[config.mk]
export PLATFORM = sky130hd
export DESIGN_NAME = trig_coinc_gen
export DESIGN_NICKNAME = d
export VERILOG_FILES = /design/src/rtl/trig_coinc_gen.sv
export SDC_FILE = /design/constraint.sdc
export NUM_CORES = 1
export LEC_CHECK = 0
export ABC_AREA = 0
export CAP_MARGIN = 15
export CORE_MARGIN = 1.5
export CORE_UTILIZATION = 48
export CTS_BUF_LIST = sky130_fd_sc_hd__clkbuf_8 sky130_fd_sc_hd__clkbuf_16
export CTS_CLUSTER_DIAMETER = 50
export CTS_CLUSTER_SIZE = 20
export DETAILED_ROUTE_END_ITERATION = 8
export PLACE_DENSITY = 0.91
export SYNTH_ARGS = -nofsm -noshare
export SYNTH_HDL_FRONTEND = slang
export SYNTH_SLANG_ARGS = --single-unit
[constraint.sdc]
create_clock -name CLK_42MHZ -period 7.1 [get_ports CLK_42MHZ]
set_clock_uncertainty 0.1 [all_clocks]
set_input_delay 1.42 -clock CLK_42MHZ [delete_from_list [all_inputs] [get_ports CLK_42MHZ]]
set_output_delay 1.42 -clock CLK_42MHZ [all_outputs]
set_load 0.01 [all_outputs]
[src/rtl/trig_coinc_gen.sv]
// trig_coinc_gen: stretched-ACK coincidence trigger with soft trigger, retriggerable hold and statistics.
// Define TRIG_CHAN_COUNT_EN to build the per-channel 16-bit hit counters on CHAN_STATISTICS.
//
// state | meaning
// IDLE  | waiting for a hardware or software hit
// FIRE  | first trigger cycle, statistics already counted
// HOLD  | trigger held; a hit reloads hold_cnt
module trig_coinc_gen #(
  parameter int N_CH   = 12,
  parameter int SEL_W  = 4,
  parameter int WIN_W  = 3,
  parameter int HOLD_W = 3,
  parameter int CNT_W  = 32
) (
  input  logic                 CLK_42MHZ,
  input  logic                 RESET,
  input  logic [N_CH-1:0]      ACK,
  input  logic [N_CH-1:0]      TRG_MASK,
  input  logic [SEL_W-1:0]     MIN_SCRODS_REQUIRED,
  input  logic [WIN_W-1:0]     WINDOW,
  input  logic [HOLD_W-1:0]    HOLD_CYCLES,
  input  logic                 TRG_SOFT,
  output logic [N_CH-1:0]      TRG,
  output logic                 TRG_BUSY,
  output logic [CNT_W-1:0]     TRG_STATISTICS,
  output logic [N_CH*16-1:0]   CHAN_STATISTICS
);

  typedef enum logic [1:0] {IDLE, FIRE, HOLD} state_t;

  logic [N_CH-1:0]   ack_m;
  logic [N_CH-1:0]   active_q;
  logic [WIN_W-1:0]  str_cnt [N_CH];
  logic [SEL_W-1:0]  pop;
  logic [SEL_W-1:0]  count_q;
  logic              hw_hit;
  logic              soft_s1, soft_s2, soft_prev, soft_hit_q;
  logic [1:0]        soft_arm_q;
  logic              hit;
  state_t            state_q;
  logic [HOLD_W-1:0] hold_cnt;

  assign ack_m = ACK & TRG_MASK;

  always_ff @(posedge CLK_42MHZ) begin
    if (RESET) begin
      active_q <= '0;
      for (int i = 0; i < N_CH; i++) str_cnt[i] <= '0;
    end else begin
      for (int i = 0; i < N_CH; i++) begin
        if (ack_m[i]) begin
          active_q[i] <= 1'b1;
          str_cnt[i]  <= WINDOW;
        end else if (str_cnt[i] != '0) begin
          active_q[i] <= 1'b1;
          str_cnt[i]  <= str_cnt[i] - 1'b1;
        end else begin
          active_q[i] <= 1'b0;
        end
      end
    end
  end

  always_comb begin
    pop = '0;
    for (int i = 0; i < N_CH; i++) pop = pop + SEL_W'(active_q[i]);
  end

  always_ff @(posedge CLK_42MHZ) begin
    if (RESET) count_q <= '0;
    else       count_q <= pop;
  end

  assign hw_hit = (MIN_SCRODS_REQUIRED != '0) && (count_q >= MIN_SCRODS_REQUIRED);

  // The synchroniser restarts from 0, so the edge detector is held "high" until
  // both stages carry real samples; a level held through reset then never fires.
  always_ff @(posedge CLK_42MHZ) begin
    if (RESET) begin
      soft_s1    <= 1'b0;
      soft_s2    <= 1'b0;
      soft_prev  <= 1'b1;
      soft_hit_q <= 1'b0;
      soft_arm_q <= 2'b00;
    end else begin
      soft_s1    <= TRG_SOFT;
      soft_s2    <= soft_s1;
      soft_arm_q <= {soft_arm_q[0], 1'b1};
      soft_prev  <= soft_arm_q[1] ? soft_s2 : 1'b1;
      soft_hit_q <= soft_s2 & ~soft_prev;
    end
  end

  assign hit = hw_hit | soft_hit_q;

  always_ff @(posedge CLK_42MHZ) begin
    if (RESET) begin
      state_q        <= IDLE;
      hold_cnt       <= '0;
      TRG            <= '0;
      TRG_BUSY       <= 1'b0;
      TRG_STATISTICS <= '0;
    end else begin
      case (state_q)
        IDLE: begin
          if (hit) begin
            state_q  <= FIRE;
            TRG      <= '1;
            TRG_BUSY <= 1'b1;
            if (TRG_STATISTICS != '1) TRG_STATISTICS <= TRG_STATISTICS + 1'b1;
          end
        end
        FIRE: begin
          if (HOLD_CYCLES == '0 && !hit) begin
            state_q  <= IDLE;
            TRG      <= '0;
            TRG_BUSY <= 1'b0;
          end else begin
            state_q  <= HOLD;
            hold_cnt <= HOLD_CYCLES;
          end
        end
        HOLD: begin
          if (hit) begin
            hold_cnt <= HOLD_CYCLES;
          end else if (hold_cnt <= HOLD_W'(1)) begin
            // also covers a zero reload from a retrigger with HOLD_CYCLES=0
            state_q  <= IDLE;
            TRG      <= '0;
            TRG_BUSY <= 1'b0;
          end else begin
            hold_cnt <= hold_cnt - 1'b1;
          end
        end
        default: begin
          state_q  <= IDLE;
          TRG      <= '0;
          TRG_BUSY <= 1'b0;
        end
      endcase
    end
  end

`ifdef TRIG_CHAN_COUNT_EN
  logic [N_CH-1:0] ack_m_q;
  logic [15:0]     chan_cnt [N_CH];

  always_ff @(posedge CLK_42MHZ) begin
    if (RESET) begin
      ack_m_q <= '0;
      for (int i = 0; i < N_CH; i++) chan_cnt[i] <= '0;
    end else begin
      ack_m_q <= ack_m;
      for (int i = 0; i < N_CH; i++) begin
        if (ack_m[i] && !ack_m_q[i] && chan_cnt[i] != 16'hFFFF)
          chan_cnt[i] <= chan_cnt[i] + 16'd1;
      end
    end
  end

  always_comb begin
    CHAN_STATISTICS = '0;
    for (int i = 0; i < N_CH; i++) CHAN_STATISTICS[16*i +: 16] = chan_cnt[i];
  end
`else
  assign CHAN_STATISTICS = '0;
`endif

endmodule

==> results of run 1 <==
-- registers in the layout, indices dropped and copies added (netlist names) --
name,cells
active_q,12
state_q,2
count_q,4
str_cnt,36
soft_arm_q,2
soft_s1,1
soft_prev,1
soft_s2,1
hold_cnt,3
TRG_STATISTICS,32
soft_hit_q,1
TRG,1
-- logic make-up (layout without fill, tap and decap cells) --
group,count (synthesis),in the layout
AND/OR/NAND/NOR,245,245
flip-flops,96,96
XOR/XNOR,28,28
buffers and inverters,275,151
multiplexers,13,13
other,1,192
adder cells (fa/ha/maj),41,41
AO/OA/AOI/OAI,84,84
-- through the flow --
stage                     hold slack [ns]  total power [mW]  area, sq um  instances
after floorplan                     0.267              1.70         7560        974
after global placement              0.270              1.80         6980       1014
after detailed placement            0.279              1.86         6980       1014
after CTS                           0.288              2.32         7270       1030
after global routing                0.315              2.52         7270       1030
final                               0.285              2.29         7270       1030
-- routing by layer --
layer | global-route usage, % | up-vias
met4 | 3.92 | 0
met1 | 20.3 | 2170
met2 | 26.7 | 156
met3 | 2.93 | 8
met5 | 0 | -
li1 | - | 2330
-- path summary, 6_finish.rpt --
path,start,endpoint,slack [ns],cells past startpoint
min,soft_prev,soft_hit_q,0.29,1
max reg2reg,active_q[5],count_q[2],3.68,10
max,MIN_SCRODS_REQUIRED[3],TRG_STATISTICS[13],3.21,8
min reg2reg,soft_prev,soft_hit_q,0.29,1
-- power by group through the flow --
stage	registers [mW]	logic [mW]	clock network (mW)
4_1_cts	0.819	1.04	0.467
2_1_floorplan	0.811	0.886	0
5_1_grt	0.836	1.19	0.492
3_5_place_dp	0.831	1.03	0
3_3_place_gp	0.822	0.973	0
6_report	0.818	1.02	0.455
-- cells in the final DEF (no fill, tap or decap), types with 12 or more instances in the layout --
master	n
xnor2_1	27
inv_1	51
dfxtp_1	60
a21oi_1	48
nor2b_1	15
edfxtp_1	36
and2_1	12
nor2_1	83
nand3_1	21
mux2i_1	12
nand2_1	35
ha_1	34
conb_1	192
nor3_1	32
clkdlybuf4s50_1	80
-- final cells by class --
| cell class | count | area (sq um) |
|---|---|---|
| Tap cell | 180 | 225 |
| Timing Repair Buffer | 83 | 821 |
| Clock inverter | 5 | 30.0 |
| Clock buffer | 11 | 253 |
| Fill cell | 1296 | 6620 |
| Inverter | 52 | 195 |
| Sequential cell | 96 | 2280 |
| Multi-Input combinational cell | 603 | 3460 |
-- critical path: cells and delay by family --
kind	cells	cell delay [ns]
adder cells (fa/ha/maj)	1	0.28
AO/OA/AOI/OAI	3	0.55
AND/OR/NAND/NOR	2	1.26
buffers and inverters	2	0.53
==> results.md, run 1 <==
* Worst setup SP type: input pin
* Clock latency on the worst-skew pair at 0.33 ns
* Pwr Density at 316 nW/um^2
* Wire length on met3 at 656 um
* Share of the synthesized area in the top cell type at 22.7%
* WL/cell at 11.6 um
* Clk slew on worst S/H paths at 0.07 ns
* Avg Inst Size Synth at 8.74 sq um
* Antenna cells at 0
* Placer Congestion at 0.765
* Met2 wire len at 6.10 mm
* Synth cell count leaders: buf_4, nor2_1, dfxtp_1
* Fraction of synthesized area in multiplexers at 1.92%
* Vias in the first global route at 4,068
* Clk root buf: clkbuf_16
* Sink Count at 96
* Post-synth EDFFs at 36
* First-pass GRT wire length at 18.9 mm
* Slew Viols, Final at 0
* Mapped Cells at 783
* Fmax at 257 MHz
* Most numerous cell in the Yosys netlist: buf_4
* Post-synth ARST share at 0%
* Power share of the combinational group at 44.5%
* Status: finished, final reports clean
* Port Buffer Count at 81
* Slew at the pin closest to its max-slew limit at 1.08 ns
* Post-layout minimum cycle time at 3.89 ns
* Post-Synth Simple-Gate Area at 18.5%
* Post-detail-place hpwl at 9.03 mm
* DR top layer: met4
* Critical path's slowest cell: or4_1
* Post-synth top area cell: buf_4
* Via Count at 4,664
* Routed Antenna Nets at 0
* Total CTS buffers at 9
* GRT Total Usage at 15.6%
* Clock Power Share at 19.8%
* Initial core utilization at 49.3%
* Die width at 122 um
* RSZ-0062 raised after global routing: no
* Hold/Removal Path Class: register to register
* Largest family of logic cells by synthesized area: buffers and inverters
* CP Data Arrival Time at 4.06 ns
* Crit Path Class: input pin to register
* Fin nets at 923
* Starting DRT DRC Count at 201
* Clock buffer depth at 2
* Worst setup EP type: register
* # IOs at 274
* Sequential share of power at 35.6%
* Psw at 0.838 mW
* Largest net degree at the start of global routing at 51
* Final core occ at 52.3%
* Post-Synth Adder-Cell Area at 8.26%
* Die ar. at 15,000 sq um
* Total grt overflow at 0
* Synth Area in XOR/XNOR at 3.58%
* Min setup slack post-route at 3.21 ns
* Crit Path Max Fanout at 22
* Row cnt at 43
* Cts hold-fix bufs at 0
* YS warnings at 0
* Core area at 13,900 sq um
* Area growth, synth to finish at 6.18%
* Vias per cell at 4.53
* Worst slew margin at 27.3%
* Crit path cell chain: clkdlybuf4s50_1 > inv_1 > ha_1 > o211ai_1 > o211ai_2 > nand2_1 > or4_1 > a21oi_1
* Pint at 1.46 mW
* Top_reg_cell synth: dfxtp_1
* Post_cts resized at 0
* Hold Vio Cnt, Final at 0
* Sw Share at 36.5%
* Setup_tns at 0 ns
* Final setup viols at 0
* Crit share post-route at 54.8%
* Register bit total from synthesis at 96
* Synth Cell Area at 6840 sq um
* # H-tree levels at 3
* Setup Fix Bufs, Post-CTS at 0
* Top cells by area, synth: buf_4, dfxtp_1, edfxtp_1
* CP Data Required Time at 7.26 ns
* P_leak at 3.13 nW
* Wirelength, routed at 11.9 mm
* Initial antenna violation count at 0
* Met1 WL at 5.08 mm
* Compound-Gate Fraction of Synth Area at 7.79%
* Setup slack after placement at 2.90 ns
* Layout cells sized above 1 at 4.71%
* Detailed Routing Iterations Pass 1 at 4
* Die Ht at 122 um
* Critical Path Max Stage Delay at 0.69 ns
* Number of distinct library cells after synthesis at 54
* CTS tree: done
* Peak supply drop at 152 uV
* DRC at 0
* Post-synthesis sequential area ratio at 33.4%
* MaxCap Viol Count at 0
(Power assumes the default switching activity.)
==> run 2, diff against run 1 <==
--- a/config.mk
+++ b/config.mk
@@ -8,12 +8,12 @@
 export ABC_AREA = 0
 export CAP_MARGIN = 15
 export CORE_MARGIN = 1.5
-export CORE_UTILIZATION = 48
+export CORE_UTILIZATION = 40
 export CTS_BUF_LIST = sky130_fd_sc_hd__clkbuf_8 sky130_fd_sc_hd__clkbuf_16
 export CTS_CLUSTER_DIAMETER = 50
 export CTS_CLUSTER_SIZE = 20
 export DETAILED_ROUTE_END_ITERATION = 8
-export PLACE_DENSITY = 0.91
+export PLACE_DENSITY = 0.81
 export SYNTH_ARGS = -nofsm -noshare
 export SYNTH_HDL_FRONTEND = slang
 export SYNTH_SLANG_ARGS = --single-unit
==> constraint.sdc (replaced) <==
create_clock -name CLK_42MHZ -period 3.4 [get_ports CLK_42MHZ]
set_clock_uncertainty 0.1 [all_clocks]
set_input_delay 0.68 -clock CLK_42MHZ [delete_from_list [all_inputs] [get_ports CLK_42MHZ]]
set_output_delay 0.68 -clock CLK_42MHZ [all_outputs]
set_load 0.01 [all_outputs]
==> results.md, run 2 (synthesis results as in run 1) <==
* Final instance area at 7430 sq um (+2.3%)
* MaxCap Viol Count at 0 (unchanged)
* Layout cells sized above 1 at 5.74% (+1.0 points)
* Placer Congestion at 0.793 (+3.6%)
* GRT Total Usage at 13.4% (-2.2 points)
* Die Ht at 134 um (+9.3%)
* Post-layout minimum cycle time at 3.33 ns
* Met2 usage at 23.1% (-3.6 points)
* Row cnt at 47 (+9.3%)
* Port Buffer Count at 81 (unchanged)
* CTS tree: done
* Critical path's slowest cell: fa_1
* Commonest non-fill, non-tap cell in the layout: conb_1
* Initial antenna violation count at 0 (unchanged)
* Most frequent cells in the layout: conb_1, nor2_1, clkdlybuf4s50_1, dfxtp_1, inv_1
* Clk root buf: clkbuf_16
* Die width at 134 um (+9.3%)
* Routed Antenna Nets at 0 (unchanged)
* Core area at 16,600 sq um (+20%)
* Starting DRT DRC Count at 243 (+21%)
* Fin nets at 926 (+0.33%)
* # IOs at 274 (unchanged)
* Status: finished, final reports clean
* Hold/Removal Path Class: register to register
* Detailed Routing Iterations Pass 1 at 4 (unchanged)
* Sink Count at 96 (unchanged)
* Largest net degree at the start of global routing at 93 (+82%)
* Hold Vio Cnt, Final at 0 (unchanged)
* Crit share post-route at 98.1%
* Vias in the first global route at 4,124 (+1.4%)
* Peak supply drop at 343 uV (+130%)
* Vias per cell at 4.39 (-3.1%)
* # H-tree levels at 3 (unchanged)
* CP Data Required Time at 3.58 ns (-3.68 ns)
* Setup_tns at 0 ns (unchanged)
* Critical Path Max Stage Delay at 0.54 ns (-0.15 ns)
* Top Registers: str_cnt: 36 flops, TRG_STATISTICS: 32 flops, active_q: 12 flops
* Post-detail-place hpwl at 9.17 mm (+1.6%)
* CP Data Arrival Time at 3.51 ns (-0.55 ns)
* Final non-filler cell total at 1,073 (+4.2%)
* First-pass GRT wire length at 19.5 mm (+3.4%)
* DRC at 0 (unchanged)
* Initial core utilization at 41.1% (-8.2 points)
* Pwr Density at 687 nW/um^2 (+120%)
* Total CTS buffers at 9 (unchanged)
* Crit path cell chain: fa_1 > inv_2 > fa_1 > fa_1 > fa_1 > inv_2 > ha_4 > fa_2 > nor2b_1
* Fmax at 300 MHz
* Area growth, synth to finish at 8.59%
* Max FFs per register at 36 (unchanged)
* Gr busiest metal: met2
* CP most frequent cell: fa_1
* Worst setup EP type: register
* Total power at 5.11 mW (+120%)
* Total grt overflow at 0 (unchanged)
* Clock buffer depth at 2 (unchanged)
* Post-Place Cells at 1,056 (+4.1%)
* Crit Path Max Fanout at 2 (-91%)
* Largest register by flop count: str_cnt
* RSZ-0062 raised after global routing: yes
* Worst slew margin at 51.5% (+24 points)
* Slew Viols, Final at 0 (unchanged)
* Area after DPL at 7070 sq um (+1.3%)
* Clk slew on worst S/H paths at 0.06 ns (about the same)
* Final setup viols at 0 (unchanged)
* Met3 Use GR at 2.91% (-0.017 points)
* Via Count at 4,707 (+0.92%)
* Antenna cells at 0 (unchanged)
* Worst setup SP type: register
* Clock latency on the worst-skew pair at 0.34 ns (about the same)
* Cts hold-fix bufs at 0 (unchanged)
* Crit Path Class: register to register
* WL/cell at 11.5 um (-0.72%)
* Wirelength, routed at 12.3 mm (+3.4%)
* GR met1 Demand/Resource at 16.8% (-3.5 points)
* Slew at the pin closest to its max-slew limit at 0.724 ns (-0.359 ns)
* Die ar. at 17,900 sq um (+19%)
* P_leak at 3.17 nW (+1.4%)
run 2: cell count changes in the layout (fill, tap and decap cells not counted), sizes merged:
| cell | previous run | this run |
|---|---|---|
| inv | 52 | 53 |
| buf | 3 | 6 |
| bufinv | 0 | 1 |
| clkbuf | 11 | 12 |
| clkinv | 5 | 2 |
run 2: final timing paths:
kind / startpoint / to / slack [ns] / depth (start not counted)
hold / removal: soft_prev / soft_hit_q / 0.29 / 1
setup / recovery: active_q[5] / count_q[1] / 0.07 / 9
hold reg to reg: soft_prev / soft_hit_q / 0.29 / 1
setup reg to reg: active_q[5] / count_q[1] / 0.07 / 9
run 2: report_power, final:
group          total (mW)  switching, mW  internal (mW)
clock network        1.09          0.433          0.654
logic                2.31           1.23           1.08
registers            1.71          0.160           1.55
total                5.11           1.83           3.28
run 2: metal layers:
| metal | part of all wire [%] | up-vias |
|---|---|---|
| li1 | - | 2334 |
| met1 | 43 | 2201 |
| met2 | 50 | 163 |
| met3 | 6.1 | 9 |
| met4 | 1.1 | 0 |
| met5 | 0 | - |
run 2: cell type report:
class / instances / area (sq um)
Clock inverter: 4 / 48.8
Sequential cell: 96 / 2280
Fill cell: 1645 / 9210
Timing Repair Buffer: 86 / 868
Clock buffer: 12 / 278
Inverter: 52 / 195
Tap cell: 220 / 275
Multi-Input combinational cell: 603 / 3480
run 2: per-stage QoR:
stage | utilization (%) | setup slack [ns] | hold WS, ns
4_1_cts | 44.5 | 0.0788 | 0.285
3_5_place_dp | 42.5 | 0.0876 | 0.276
5_1_grt | 44.7 | -0.0190 | 0.302
3_3_place_gp | 42.5 | 0.113 | 0.270
6_report | 44.7 | 0.0652 | 0.288
2_1_floorplan | - | 0.156 | 0.267
run 2: repair_timing:
| item | 4_1_cts | 5_1_grt |
|---|---|---|
| buffers inserted | 0 | 1 |
| endpoints found under the setup margin | 0 | 2 |
| resized for setup | 0 | 8 |
run 2: critical path: cells and delay by family, from the launching register on:
family                   cells  cell delay [ns]
adder cells (fa/ha/maj)      6             2.64
flip-flops                   1             0.32
AND/OR/NAND/NOR              1             0.12
buffers and inverters        2             0.09
